--- src/rtl/bbox_pkg.sv ---
// Shared types and helpers for the streaming multi-class bounding-box engine.
package bbox_pkg;

  localparam int unsigned CoordW        = 8;
  localparam int unsigned EndCmdDefault = 99999;

  typedef struct packed {
    logic [CoordW-1:0] x_min;
    logic [CoordW-1:0] y_min;
    logic [CoordW-1:0] x_max;
    logic [CoordW-1:0] y_max;
  } bbox_t;

  typedef struct packed {
    logic [23:0] lo;
    logic [23:0] hi;
  } rgb_range_t;

  typedef enum logic [1:0] {CompR, CompG, CompB} comp_e;

  // Unsigned per-component inclusive range test on a packed {R,G,B} pixel.
  function automatic logic rgb_in_range(logic [23:0] pix, rgb_range_t rng);
    logic ok;
    ok = 1'b1;
    for (int c = 0; c < 3; c++) begin
      if (pix[8*c +: 8] < rng.lo[8*c +: 8] || pix[8*c +: 8] > rng.hi[8*c +: 8]) begin
        ok = 1'b0;
      end
    end
    return ok;
  endfunction

endpackage

--- src/rtl/bbox_class_acc.sv ---
// One colour class: registered range compare, then min/max box and found accumulation.
module bbox_class_acc
  import bbox_pkg::*;
#(
  parameter int unsigned CoordWidth = 8
) (
  input  logic                    clk_i,
  input  logic                    rst_i,
  input  logic                    clear_i,
  input  logic                    valid_i,
  input  logic [CoordWidth-1:0]   x_i,
  input  logic [CoordWidth-1:0]   y_i,
  input  logic [23:0]             pixel_i,
  input  rgb_range_t              range_i,
  output logic                    found_o,
  output logic [4*CoordWidth-1:0] box_o
);

  logic                  match_q;
  logic [CoordWidth-1:0] mx_q, my_q;
  logic                  found_q;
  logic [CoordWidth-1:0] x_min_q, y_min_q, x_max_q, y_max_q;

  always_ff @(posedge clk_i) begin
    if (rst_i || clear_i) begin
      match_q <= 1'b0;
      mx_q    <= '0;
      my_q    <= '0;
      found_q <= 1'b0;
      x_min_q <= '0;
      y_min_q <= '0;
      x_max_q <= '0;
      y_max_q <= '0;
    end else begin
      match_q <= valid_i && rgb_in_range(pixel_i, range_i);
      mx_q    <= x_i;
      my_q    <= y_i;
      if (match_q) begin
        if (!found_q) begin
          found_q <= 1'b1;
          x_min_q <= mx_q;
          y_min_q <= my_q;
          x_max_q <= mx_q;
          y_max_q <= my_q;
        end else begin
          if (mx_q < x_min_q) x_min_q <= mx_q;
          if (my_q < y_min_q) y_min_q <= my_q;
          if (mx_q > x_max_q) x_max_q <= mx_q;
          if (my_q > y_max_q) y_max_q <= my_q;
        end
      end
    end
  end

  assign found_o = found_q;
  assign box_o   = {x_min_q, y_min_q, x_max_q, y_max_q};

endmodule

--- src/rtl/bbox_stream_multi.sv ---
// Streaming multi-class bounding-box engine: byte assembly, frame control, per-class
// accumulators and a registered per-class readout.
module bbox_stream_multi
  import bbox_pkg::*;
#(
  parameter int unsigned WIDTH       = 100,
  parameter int unsigned HEIGHT      = 100,
  parameter int unsigned NUM_CLASSES = 2,
  parameter int unsigned COORD_W     = 8,
  parameter int unsigned END_CMD     = EndCmdDefault,
  localparam int unsigned ClassW     = (NUM_CLASSES > 1) ? $clog2(NUM_CLASSES) : 1
) (
  input  logic                   CLOCK_50,
  input  logic                   reset,
  input  logic                   wr_en,
  input  logic [31:0]            hex_value_index,
  input  logic                   cfg_wr,
  input  logic [ClassW-1:0]      cfg_class,
  input  logic [23:0]            cfg_lo,
  input  logic [23:0]            cfg_hi,
  input  logic                   rd_en,
  input  logic [ClassW-1:0]      rd_class,
  output logic [4*COORD_W-1:0]   coordinates,
  output logic                   rd_valid,
  output logic [NUM_CLASSES-1:0] found,
  output logic                   busy,
  output logic                   done,
  output logic                   err
);

  localparam logic [23:0]        EndIdx     = 24'(END_CMD);
  localparam logic [23:0]        TotalBytes = 24'(WIDTH * HEIGHT * 3);
  localparam logic [COORD_W-1:0] XLast      = COORD_W'(WIDTH - 1);

  typedef enum logic [1:0] {StIdle, StBusy, StDrain, StDone} state_e;

  state_e               state_q;
  logic                 drain_q;
  logic [23:0]          exp_idx_q;
  comp_e                comp_q;
  logic [COORD_W-1:0]   x_q, y_q;
  logic [7:0]           r_q, g_q;
  logic                 pix_valid_q;
  logic [23:0]          pix_q;
  logic [COORD_W-1:0]   pix_x_q, pix_y_q;
  logic                 busy_q, done_q, err_q;
  logic                 rd_valid_q;
  logic [4*COORD_W-1:0] coord_q;
  rgb_range_t           range_q [NUM_CLASSES];

  logic [NUM_CLASSES-1:0] found_w;
  logic [4*COORD_W-1:0]   box_w [NUM_CLASSES];
  logic [4*COORD_W-1:0]   rd_box;

  logic [23:0] wr_idx;
  logic [7:0]  wr_byte;
  logic        start, cfg_err, cfg_ok;

  assign wr_idx  = hex_value_index[23:0];
  assign wr_byte = hex_value_index[31:24];
  assign start   = wr_en && (wr_idx == 24'd0);
  assign cfg_err = cfg_wr && busy_q;
  assign cfg_ok  = cfg_wr && !busy_q && (32'(cfg_class) < NUM_CLASSES);

  always_ff @(posedge CLOCK_50) begin
    if (reset) begin
      state_q     <= StIdle;
      drain_q     <= 1'b0;
      exp_idx_q   <= '0;
      comp_q      <= CompR;
      x_q         <= '0;
      y_q         <= '0;
      r_q         <= '0;
      g_q         <= '0;
      pix_valid_q <= 1'b0;
      pix_q       <= '0;
      pix_x_q     <= '0;
      pix_y_q     <= '0;
      busy_q      <= 1'b0;
      done_q      <= 1'b0;
      err_q       <= 1'b0;
    end else begin
      pix_valid_q <= 1'b0;
      if (start) begin
        // Index 0 restarts unconditionally and counts as the R byte of pixel (0,0).
        state_q   <= StBusy;
        busy_q    <= 1'b1;
        done_q    <= 1'b0;
        err_q     <= cfg_err;
        r_q       <= wr_byte;
        comp_q    <= CompG;
        exp_idx_q <= 24'd1;
        x_q       <= '0;
        y_q       <= '0;
      end else begin
        if (wr_en) begin
          if (wr_idx == EndIdx) begin
            if (state_q == StBusy) begin
              state_q <= StDrain;
              busy_q  <= 1'b0;
              drain_q <= 1'b0;
              if (exp_idx_q != TotalBytes) err_q <= 1'b1;
            end else begin
              err_q <= 1'b1;
            end
          end else if (state_q == StBusy && wr_idx == exp_idx_q && exp_idx_q != TotalBytes) begin
            exp_idx_q <= exp_idx_q + 24'd1;
            unique case (comp_q)
              CompR: begin
                r_q    <= wr_byte;
                comp_q <= CompG;
              end
              CompG: begin
                g_q    <= wr_byte;
                comp_q <= CompB;
              end
              default: begin
                pix_valid_q <= 1'b1;
                pix_q       <= {r_q, g_q, wr_byte};
                pix_x_q     <= x_q;
                pix_y_q     <= y_q;
                comp_q      <= CompR;
                if (x_q == XLast) begin
                  x_q <= '0;
                  y_q <= y_q + COORD_W'(1);
                end else begin
                  x_q <= x_q + COORD_W'(1);
                end
              end
            endcase
          end else begin
            err_q <= 1'b1;
          end
        end
        if (cfg_err) err_q <= 1'b1;
        // Two drain cycles cover the compare and accumulate stages.
        if (state_q == StDrain) begin
          if (drain_q) begin
            state_q <= StDone;
            done_q  <= 1'b1;
          end else begin
            drain_q <= 1'b1;
          end
        end
      end
    end
  end

  always_ff @(posedge CLOCK_50) begin
    if (reset) begin
      for (int unsigned k = 0; k < NUM_CLASSES; k++) begin
        range_q[k] <= '{lo: 24'hFFFFFF, hi: 24'h000000};
      end
    end else if (cfg_ok) begin
      range_q[cfg_class] <= '{lo: cfg_lo, hi: cfg_hi};
    end
  end

  for (genvar k = 0; k < NUM_CLASSES; k++) begin : g_class
    bbox_class_acc #(
      .CoordWidth(COORD_W)
    ) u_acc (
      .clk_i  (CLOCK_50),
      .rst_i  (reset),
      .clear_i(start),
      .valid_i(pix_valid_q),
      .x_i    (pix_x_q),
      .y_i    (pix_y_q),
      .pixel_i(pix_q),
      .range_i(range_q[k]),
      .found_o(found_w[k]),
      .box_o  (box_w[k])
    );
  end

  // Unknown classes and classes without a match read as zero.
  always_comb begin
    rd_box = '0;
    for (int unsigned k = 0; k < NUM_CLASSES; k++) begin
      if (32'(rd_class) == k && found_w[k]) rd_box = box_w[k];
    end
  end

  always_ff @(posedge CLOCK_50) begin
    if (reset) begin
      rd_valid_q <= 1'b0;
      coord_q    <= '0;
    end else begin
      rd_valid_q <= rd_en;
      if (rd_en) coord_q <= done_q ? rd_box : '0;
    end
  end

  assign coordinates = coord_q;
  assign rd_valid    = rd_valid_q;
  assign found       = found_w;
  assign busy        = busy_q;
  assign done        = done_q;
  assign err         = err_q;

endmodule

--- config.mk ---
export PLATFORM = sky130hd
export DESIGN_NAME = bbox_stream_multi
export DESIGN_NICKNAME = d
export VERILOG_FILES = /design/src/rtl/bbox_pkg.sv /design/src/rtl/bbox_class_acc.sv /design/src/rtl/bbox_stream_multi.sv
export SDC_FILE = /design/constraint.sdc
export NUM_CORES = 1
export LEC_CHECK = 0
export ABC_AREA = 1
export CAP_MARGIN = 20
export CORE_ASPECT_RATIO = 1.1
export CORE_MARGIN = 2
export CORE_UTILIZATION = 36
export CTS_CLUSTER_SIZE = 20
export DETAILED_ROUTE_END_ITERATION = 10
export MAX_ROUTING_LAYER = met4
export PLACE_DENSITY = 0.59
export SKIP_LAST_GASP = 1
export SLEW_MARGIN = 20
export SYNTH_ARGS = -nofsm -noshare
export SYNTH_HDL_FRONTEND = slang
export SYNTH_SLANG_ARGS = --single-unit
--- constraint.sdc ---
create_clock -name CLOCK_50 -period 3.5 [get_ports CLOCK_50]
set_input_delay 0.35 -clock CLOCK_50 [delete_from_list [all_inputs] [get_ports CLOCK_50]]
set_output_delay 0.35 -clock CLOCK_50 [all_outputs]
set_load 0.03 [all_outputs]
==> results of run 1 <==
==> cell usage after synthesis, drive strengths merged (3+ instances only) <==
cell / count / area [sq um]
nand4: 21 / 144
nand2: 530 / 2000
xnor2: 4 / 35.0
o22ai: 31 / 194
nand3b: 18 / 135
ha: 154 / 1930
buf: 32 / 221
a21o: 5 / 37.5
clkbuf: 54 / 203
o211ai: 12 / 90.1
xor2: 19 / 166
nor3: 31 / 160
a21boi: 3 / 22.5
nor4: 14 / 87.6
o21ai: 82 / 422
dfxtp: 222 / 4440
edfxtp: 96 / 2880
nand3: 130 / 681
nor2: 335 / 1320
a211oi: 3 / 22.5
inv: 369 / 1390
a21oi: 204 / 1020
==> power by group through the flow <==
stage          sequential (W)  combinational [W]  clock (W)
2_1_floorplan         0.00394           0.000243          0
3_3_place_gp          0.00394           0.000457          0
3_5_place_dp          0.00394           0.000463          0
4_1_cts               0.00386           0.000465    0.00419
5_1_grt               0.00386           0.000515    0.00434
6_report              0.00386           0.000457    0.00408
==> kinds of logic after synthesis <==
logic type | Yosys count
AND/OR/NAND/NOR | 1082
buffers and inverters | 457
AO/OA/AOI/OAI | 345
flip-flops | 318
adder cells (fa/ha/maj) | 154
XOR/XNOR | 23
==> worst max-delay path: stages (launching register included) <==
cell,delay (ns)
sky130_fd_sc_hd__dfxtp_1,0.51
sky130_fd_sc_hd__inv_1,0.21
sky130_fd_sc_hd__nand2_1,0.14
sky130_fd_sc_hd__nand2_1,0.06
sky130_fd_sc_hd__nor2_1,0.18
sky130_fd_sc_hd__nand2_1,0.07
sky130_fd_sc_hd__nor2_1,0.11
sky130_fd_sc_hd__nand3_2,0.13
sky130_fd_sc_hd__nor3_1,0.31
sky130_fd_sc_hd__nand3_1,0.42
sky130_fd_sc_hd__o21ai_0,0.33
sky130_fd_sc_hd__a21oi_1,0.07
==> state kept, by name, indices dropped and copies added, names as in the netlist, 16 cells and up <==
signal / flops
range_q: 96
coordinates: 32
exp_idx_q: 24
pix_q: 24
g_class.u_acc.x_max_q: 16
g_class.u_acc.x_min_q: 16
g_class.u_acc.y_max_q: 16
g_class.u_acc.y_min_q: 16
==> metrics by stage <==
step           setup WS [ns]  util [%]  hold WS (ns)
6_report               0.853      42.7         0.143
5_1_grt                0.599      42.7         0.133
4_1_cts                0.852      42.7         0.123
3_5_place_dp           0.535      40.1         0.415
3_3_place_gp           0.529      40.1         0.419
2_1_floorplan          0.860         -         0.409
==> path summary, 6_finish.rpt <==
kind | endpoint | depth (start not counted)
min reg2reg | g_class[0].u_acc.my_q[3] | 2
min | drain_q | 2
max reg2reg | g_q[3] | 11
max | g_q[3] | 11
==> routing by layer <==
layer | vias up | global-route usage [%]
met5 | - | -
met4 | 0 | 6.00
met3 | 84 | 2.88
met2 | 296 | 33.0
met1 | 6990 | 23.3
li1 | 7877 | -
==> cell type report <==
type / count / area share, %
Multi-Input combinational cell: 1604 / 41.0
Sequential cell: 318 / 35.2
Timing Repair Buffer: 146 / 6.91
Inverter: 371 / 6.69
Clock buffer: 48 / 5.20
Tap cell: 652 / 3.92
Clock inverter: 19 / 1.03
Antenna cell: 1 / 0.0120
==> results.md, run 1 <==
Critical path:
- The flop-to-flop setup slack is 0.85 ns.
- The worst register-to-register path begins at exp_idx_q[23].
- The endpoint class of the critical path is a flop.
- The worst setup path is launched from a flop.
- The start point of the critical path is exp_idx_q[23].
- In this run the worst path has a maximum fanout of 11.
- The required time at the endpoint of the critical path is about 3.9 ns.
- The start-to-end type of the worst setup path is flop to flop.
- For the worst setup path, the data arrival time is around 3 ns.

STA:
- The post-route setup TNS is 0 ns.
- The final count of negative-setup-slack endpoints is 0.
- The worst path needs 2.65 ns of the cycle, external delays included.
- The worst-case headroom to the max-slew limit is 32.6%.
- The actual slew at the worst max-slew pin is 1.00 ns.
- The max-slew violation count is 0.
- The share of the cycle needed by the critical path after routing is between 70% and 80%.
- The number of hold violations in the final report was 0.
- Setup repair after global routing left no endpoint under its margin.
- The peak clock frequency supported by timing is between 0.3 and 0.4 GHz.
- The worst setup skew after layout is 0.0285 ns.

Cells and area:
- The finished cells cover around 0.021 sq mm.
- Across the whole layout, storage elements account for 0.00733 sq mm.
- In the layout the commonest cells are sky130_fd_sc_hd__nand2_1 (524), sky130_fd_sc_hd__inv_1 (357), sky130_fd_sc_hd__nor2_1 (324).
- The share of cells above drive strength 1 is 4.79%.
- The library cell used most frequently in the layout, excluding fill and tap cells, is sky130_fd_sc_hd__nand2_1.
- The net count of the finished layout is 2720.
- The number of fill cells is 5057.
- The multi-input combinational cell area is 0.00853 sq mm.
- The number of standard cells in the layout, taps in and fillers out is 3159.
- Relative to the synthesized area, the layout overhead comes to 17.8%.

Placement:
- The number of placed instances, taps included, is 3091.
- The placed instances occupy a cell area of 0.0195 sq mm.
- The congestion estimate from routability-driven global placement came to between 0.9 and 1.
- The HPWL after detailed placement is approximately 35000 um.
- The port buffer count is between 100 and 150.

Drt:
- The pre-antenna-repair detailed-routing pass consisted of 5 iterations.
- Dividing the detail-routed wire length by the instance count gives roughly 15 um.
- The detailed router put a total of 21400 um of wire on met1.
- The highest routing layer actually used is met4.
- The number of vias per cell is 4.83.
- For this block, the via count after detailed routing is 15.2k.
- Summed over all layers, the routed wires come to 47400 um.
- The antenna violation net count after detailed routing is 0.
- The met2 layer wire length in the routed design is roughly 23000 um.
- In this run, the number of DRC markers left after iteration 0 of detailed routing was between 800 and 900.
- The routed length on met3 is 1870 um.
- The number of remaining DRC errors is 0.

Clock network:
- The later pin in the worst-skew pair is clocked with a latency of 0.55 ns.
- The H-tree depth reported by CTS is 2.
- The number of buffers inserted to repair setup after CTS is 0.
- The number of gates resized after CTS was 0.
- The root cell of the clock tree is sky130_fd_sc_hd__clkbuf_16.
- No sink is reached through more buffers than the 3 on the longest clock path.
- The clock input transition at the sequential cells of the worst setup and hold paths is 0.06 ns.
- The clock net sink count is 318.
- The number of hold buffers added after cts is 0.
- The number of clock buffers added by TritonCTS is 38.
- The clock tree from TritonCTS is done.

Synthesis:
- A synthesized cell averages 7.43 sq um.
- The sequential cell area fraction in the yosys report is a little over 40%.
- After Yosys synthesis, XOR and XNOR cells account for 1.14% of the synthesized area.
- The portion of netlist area occupied by mux cells is 0%.
- When the netlist entered floorplanning its net count stood at 2620.
- The number of warning messages in the yosys log is 0.
- In the synthesized netlist the dominant register cell turns out to be sky130_fd_sc_hd__dfxtp_1.
- Synthesis instantiated 44 different standard cells from the library.
- The register bit total from synthesis is 318.
- The count of mapped cells out of synthesis is 2379.
- Summing the areas of all compound-gate instances in the mapped netlist gives 10.5% of the synthesized area.
- The mapped netlist covers 0.0177 sq mm.
- By area, the combinational part of the netlist is dominated by simple AND/OR/NAND/NOR gates.
- The number of synthesized flops with an enable pin is 96.
- The synthesized netlist devotes 10.9% of its cell area to adder and majority cells.
- Counting flops with an async set or reset pin after synthesis yields a share of 0%.
- Summing the areas of all and, or, nand and nor instances in the mapped netlist gives between 20% and 30% of the synthesized area.

Global route:
- Global routing used 19.3% of the available tracks.
- The via count of the first global-routing pass was 15.0k.
- Entering global routing, the biggest net connects about 70 pins.
- The first global-routing pass estimated 77000 um of wire.
- The number of antenna violations at the first check in global routing was 1.
- The total grt overflow is 0.

Power and ir drop:
- The worst-case IR drop observed on VDD is 0.257 mV.
- Of the total power, the share spent switching nets is between 20% and 30%.
- The power per cell area is 403 mW/mm^2.
- The share of power burned in the clock network is 48.6%.
- The design internal power is between 0.006 and 0.007 W.
- The total power consumption of the routed design is about 0.0084 W.
- The analysis attributes to cell leakage a power of 8.84 nW.
- The fraction of power consumed by combinational cells is approximately 5.4%.
- Sequential cells burn 46.0% of the power.
- For this design the total switching power over the nets is 0.00187 W.

Die:
- Once the floorplan was initialized, standard cells occupied a little over a third of the core.
- The floorplan step defined a die boundary enclosing 0.0509 sq mm.
- The number of ports placed on the die boundary is ~130.
- The die outline height is 236 um.
- The total number of placement rows is 85.
- Measured along the x axis, the die boundary spans 215 um.
- The core region is 0.0487 sq mm.

Hold path:
- The kind of path behind the tightest hold check is input port to flop.
- In this run the most critical hold path is launched from reset.

Outcome:
- The flow ran to the end, and the final reports show no timing, DRC or antenna violations.

Run:
- Max-cap violations in this run came to 0.
(Power assumes the default switching activity.)
==> run 2: changes to the inputs <==
Clock period 3.5 ns to 2.6 ns, I/O delays scaled along.
==> run 2 against run 1 <==
Net effect: final cell count is 1.3% higher; highest routed layer unchanged; core utilization is 0.71 points higher; clock power is 31% higher; largest cell class unchanged; register-to-register slack worse by 0.67 ns; fmax is 9.3% higher; design area is 1.7% higher; sequential power is 35% higher; critical path type unchanged; critical endpoint is now g_q[5].
==> results.md, run 2 (same netlist as run 1, synthesis figures left out) <==
Outcome:
- Outcome: complete, no violations (unchanged).

Clock network:
- The clock insertion delay at the later pin of the skew report is 0.56 ns (was 0.55 ns).
- The clock input transition at the sequential cells of the worst setup and hold paths is 0.06 ns (about the same).
- The post-cts resize count was 0 (unchanged).
- The number of clock buffers inserted by TritonCTS came to 37 (was 38).
- The clock tree buffer depth is 3 (unchanged).
- The H-tree depth reported by CTS came to 2 (unchanged).
- The clock net sink count is 318 (unchanged).
- The number of buffers inserted to repair setup after CTS is 0 (unchanged).
- The root cell of the clock tree is sky130_fd_sc_hd__clkbuf_16 (unchanged).
- The number of hold buffers added after cts is 0 (unchanged).
- The clock tree from TritonCTS is done (unchanged).

Die:
- The die outline height is 236 um (unchanged).
- The area enclosed by the die boundary is 0.0509 sq mm (unchanged).
- The total number of placement rows is 85 (unchanged).
- The horizontal extent of the die is 215 um (unchanged).
- The initial cell density of the core is 36.3% (unchanged).
- The number of ports placed on the die boundary is 125 (unchanged).
- The placeable core region is 0.0487 sq mm (unchanged).

Power and ir drop:
- The power per cell area is 529 mW/mm^2 (was 403 mW/mm^2).
- The static leakage is 9.04 nW (was 8.84 nW).
- The design internal power is 0.00868 W (was 0.00652 W).
- The sequential share of power is 46.4% (was 46.0%).
- The share of power burned in the clock network is 47.9% (was 48.6%).
- The switching power summed over all nets is 0.00252 W (was 0.00187 W).
- The fraction of power consumed by combinational cells is 5.7% (was 5.4%).
- The total power consumption of the routed design is 0.0112 W (was 0.00840 W).
- The fraction of power spent switching nets is 22.5% (was 22.3%).
- The peak supply drop is 0.386 mV (was 0.257 mV).

STA:
- The share of the cycle needed by the critical path after routing was 93.1% (was 75.6%).
- The actual slew at the worst max-slew pin is 0.741 ns (was 1.00 ns).
- The number of hold violations in the final report is 0 (unchanged).
- The worst setup skew after layout was 0.0243 ns (was 0.0285 ns).
- The smallest hold slack is 0.119 ns (was 0.143 ns).
- The final count of negative-setup-slack endpoints came to 0 (unchanged).
- The least setup slack across all paths after layout is 0.179 ns (was 0.853 ns).
- The post-route minimum period is 2.42 ns (was 2.65 ns).
- RSZ-0062 raised after global routing: no (unchanged).
- The peak clock frequency supported by timing was 0.413 GHz (was 0.378 GHz).
- The max-slew violation count was 0 (unchanged).
- The worst-case headroom to the max-slew limit was 50.6% (was 32.6%).

Cells and area:
- The commonest non-fill, non-tap cell in the layout is sky130_fd_sc_hd__nand2_1 (unchanged).
- The share of cells above drive strength 1 is 6.24% (was 4.79%).
- The most flop-heavy register was range_q (unchanged).
- Top library cells by usage in the layout, fill and taps aside: sky130_fd_sc_hd__nand2_1 (524), sky130_fd_sc_hd__inv_1 (358), sky130_fd_sc_hd__nor2_1 (324) (was sky130_fd_sc_hd__nand2_1 (524), sky130_fd_sc_hd__inv_1 (357), sky130_fd_sc_hd__nor2_1 (324)).
- The final instance area is 0.0212 sq mm (was 0.0208 sq mm).
- The net count reported at finish was 2761 (was 2720).
- The area growth from synthesis to layout is 19.7% (was 17.8%).
- The share of the core filled with cells in the final layout is 43.4% (was 42.7%).
- The number of flip-flops in the largest register is 96 (unchanged).

Critical path:
- The worst-case reg-to-reg path depth is 12 (was 11).
- The peak per-stage delay on the critical path came to 0.49 ns (was 0.51 ns).
- The critical-path maximum fanout is 8 (was 11).
- The cell at the slowest stage of the critical path is sky130_fd_sc_hd__dfxtp_1 (unchanged).
- Cells along the critical path: inv_1 > nand2_1 > nand2_1 > nor2_1 > nand2_1 > nor2_1 > nand3_2 > nor3_1 > nand3_1 > buf_4 > nor2_1 > nor2_1 (was inv_1 > nand2_1 > nand2_1 > nor2_1 > nand2_1 > nor2_1 > nand3_2 > nor3_1 > nand3_1 > o21ai_0 > a21oi_1).
- The flop-to-flop setup slack came to 0.18 ns (was 0.85 ns).
- The arrival time reported for the critical path endpoint came to 2.88 ns (was 3.06 ns).
- The endpoint class of the critical path is a flop (unchanged).
- The cell seen most often among critical-path stages was sky130_fd_sc_hd__nor2_1 (was sky130_fd_sc_hd__nand2_1).
- The start-to-end type of the worst setup path is flop to flop (unchanged).
- The required time at the endpoint of the critical path is 3.05 ns (was 3.92 ns).
- The critical path startpoint category is a flop (unchanged).

Run:
- The reported max-cap violation count is 0 (unchanged).

Drt:
- The number of vias per cell is 4.82 (was 4.83).
- The iteration count of the initial detailed-routing pass is 5 (unchanged).
- The wire length per cell after detailed routing was 14.8 um (was 15.0 um).
- The routed wire length is 47400 um (about the same).
- The antenna violation net count after detailed routing is 0 (unchanged).
- The count of vias placed by the detailed router came to 15.4k (was 15.2k).
- The violation count after the first detailed-route iteration was 861 (was 831).
- The number of remaining DRC errors is 0 (unchanged).

Global route:
- The wire length of the first global-routing pass is 77700 um (was 77000 um).
- The total grt overflow came to 0 (unchanged).
- The via count of the first global-routing pass is 15.4k (was 15.0k).
- The maximum number of pins on one net before global-route repair is 64 (was 69).
- The number of antenna violations at the first check in global routing is 1 (unchanged).
- The global routing usage summed across all routing layers came to 19.3% (about the same).

Hold path:
- The instance count along the most critical hold path is 2 (unchanged).
- The kind of path behind the tightest hold check is input port to flop (unchanged).

Placement:
- The placement-stage cell area is 0.0199 sq mm (was 0.0195 sq mm).
- The half-perimeter wire length after placement is 35400 um (about the same).
- The final weighted congestion in routability-driven placement is 0.953 (was 0.911).
- The port buffer count was 124 (unchanged).
- The minimum setup slack after placement came to -0.109 ns (was 0.535 ns).
-- run 2: cell type report --
type                            count  area (sq um)
Clock buffer                       56          1100
Antenna cell                        1          2.50
Timing Repair Buffer              188          1820
Multi-Input combinational cell   1604          8530
Clock inverter                     10           164
Tap cell                          652           816
Inverter                          371          1390
Sequential cell                   318          7330
Fill cell                        5017         27600
-- run 2: routing by layer --
metal / global-route usage (%) / routed length, um / vias to the layer above
met5: - / 0 / -
met4: 5.18 / 1030 / 0
met3: 3.08 / 2070 / 71
met2: 33.4 / 22900 / 337
met1: 23.3 / 21400 / 7066
li1: - / - / 7948
-- run 2: final timing paths --
kind,startpoint,end
worst max register to register,exp_idx_q[23],g_q[5]
worst max-delay path,exp_idx_q[23],g_q[5]
worst min-delay path,reset,coordinates[29]
worst min register to register,pix_x_q[1],g_class[0].u_acc.mx_q[1]
-- run 2: power groups by stage --
| stage | Combinational (W) | Clock, W | Sequential [W] |
|---|---|---|---|
| after detailed placement | 0.000642 | 0 | 0.00531 |
| after floorplan | 0.000327 | 0 | 0.00531 |
| after global routing | 0.000720 | 0.00573 | 0.00520 |
| after CTS | 0.000646 | 0.00551 | 0.00520 |
| final | 0.000640 | 0.00536 | 0.00520 |
| after global placement | 0.000635 | 0 | 0.00530 |
-- run 2: per-stage QoR --
step / setup TNS, ns / cells
after global routing: 0 / 3200
after floorplan: 0 / 2379
after CTS: 0 / 3199
final: 0 / 3200
after global placement: -1.35 / 3133
after detailed placement: -0.736 / 3133
-- run 2: worst max-delay path: cells and delay by family, from the launching register on --
family / cells / cell delay (ns)
flip-flops: 1 / 0.49
buffers and inverters: 2 / 0.41
AND/OR/NAND/NOR: 10 / 1.43
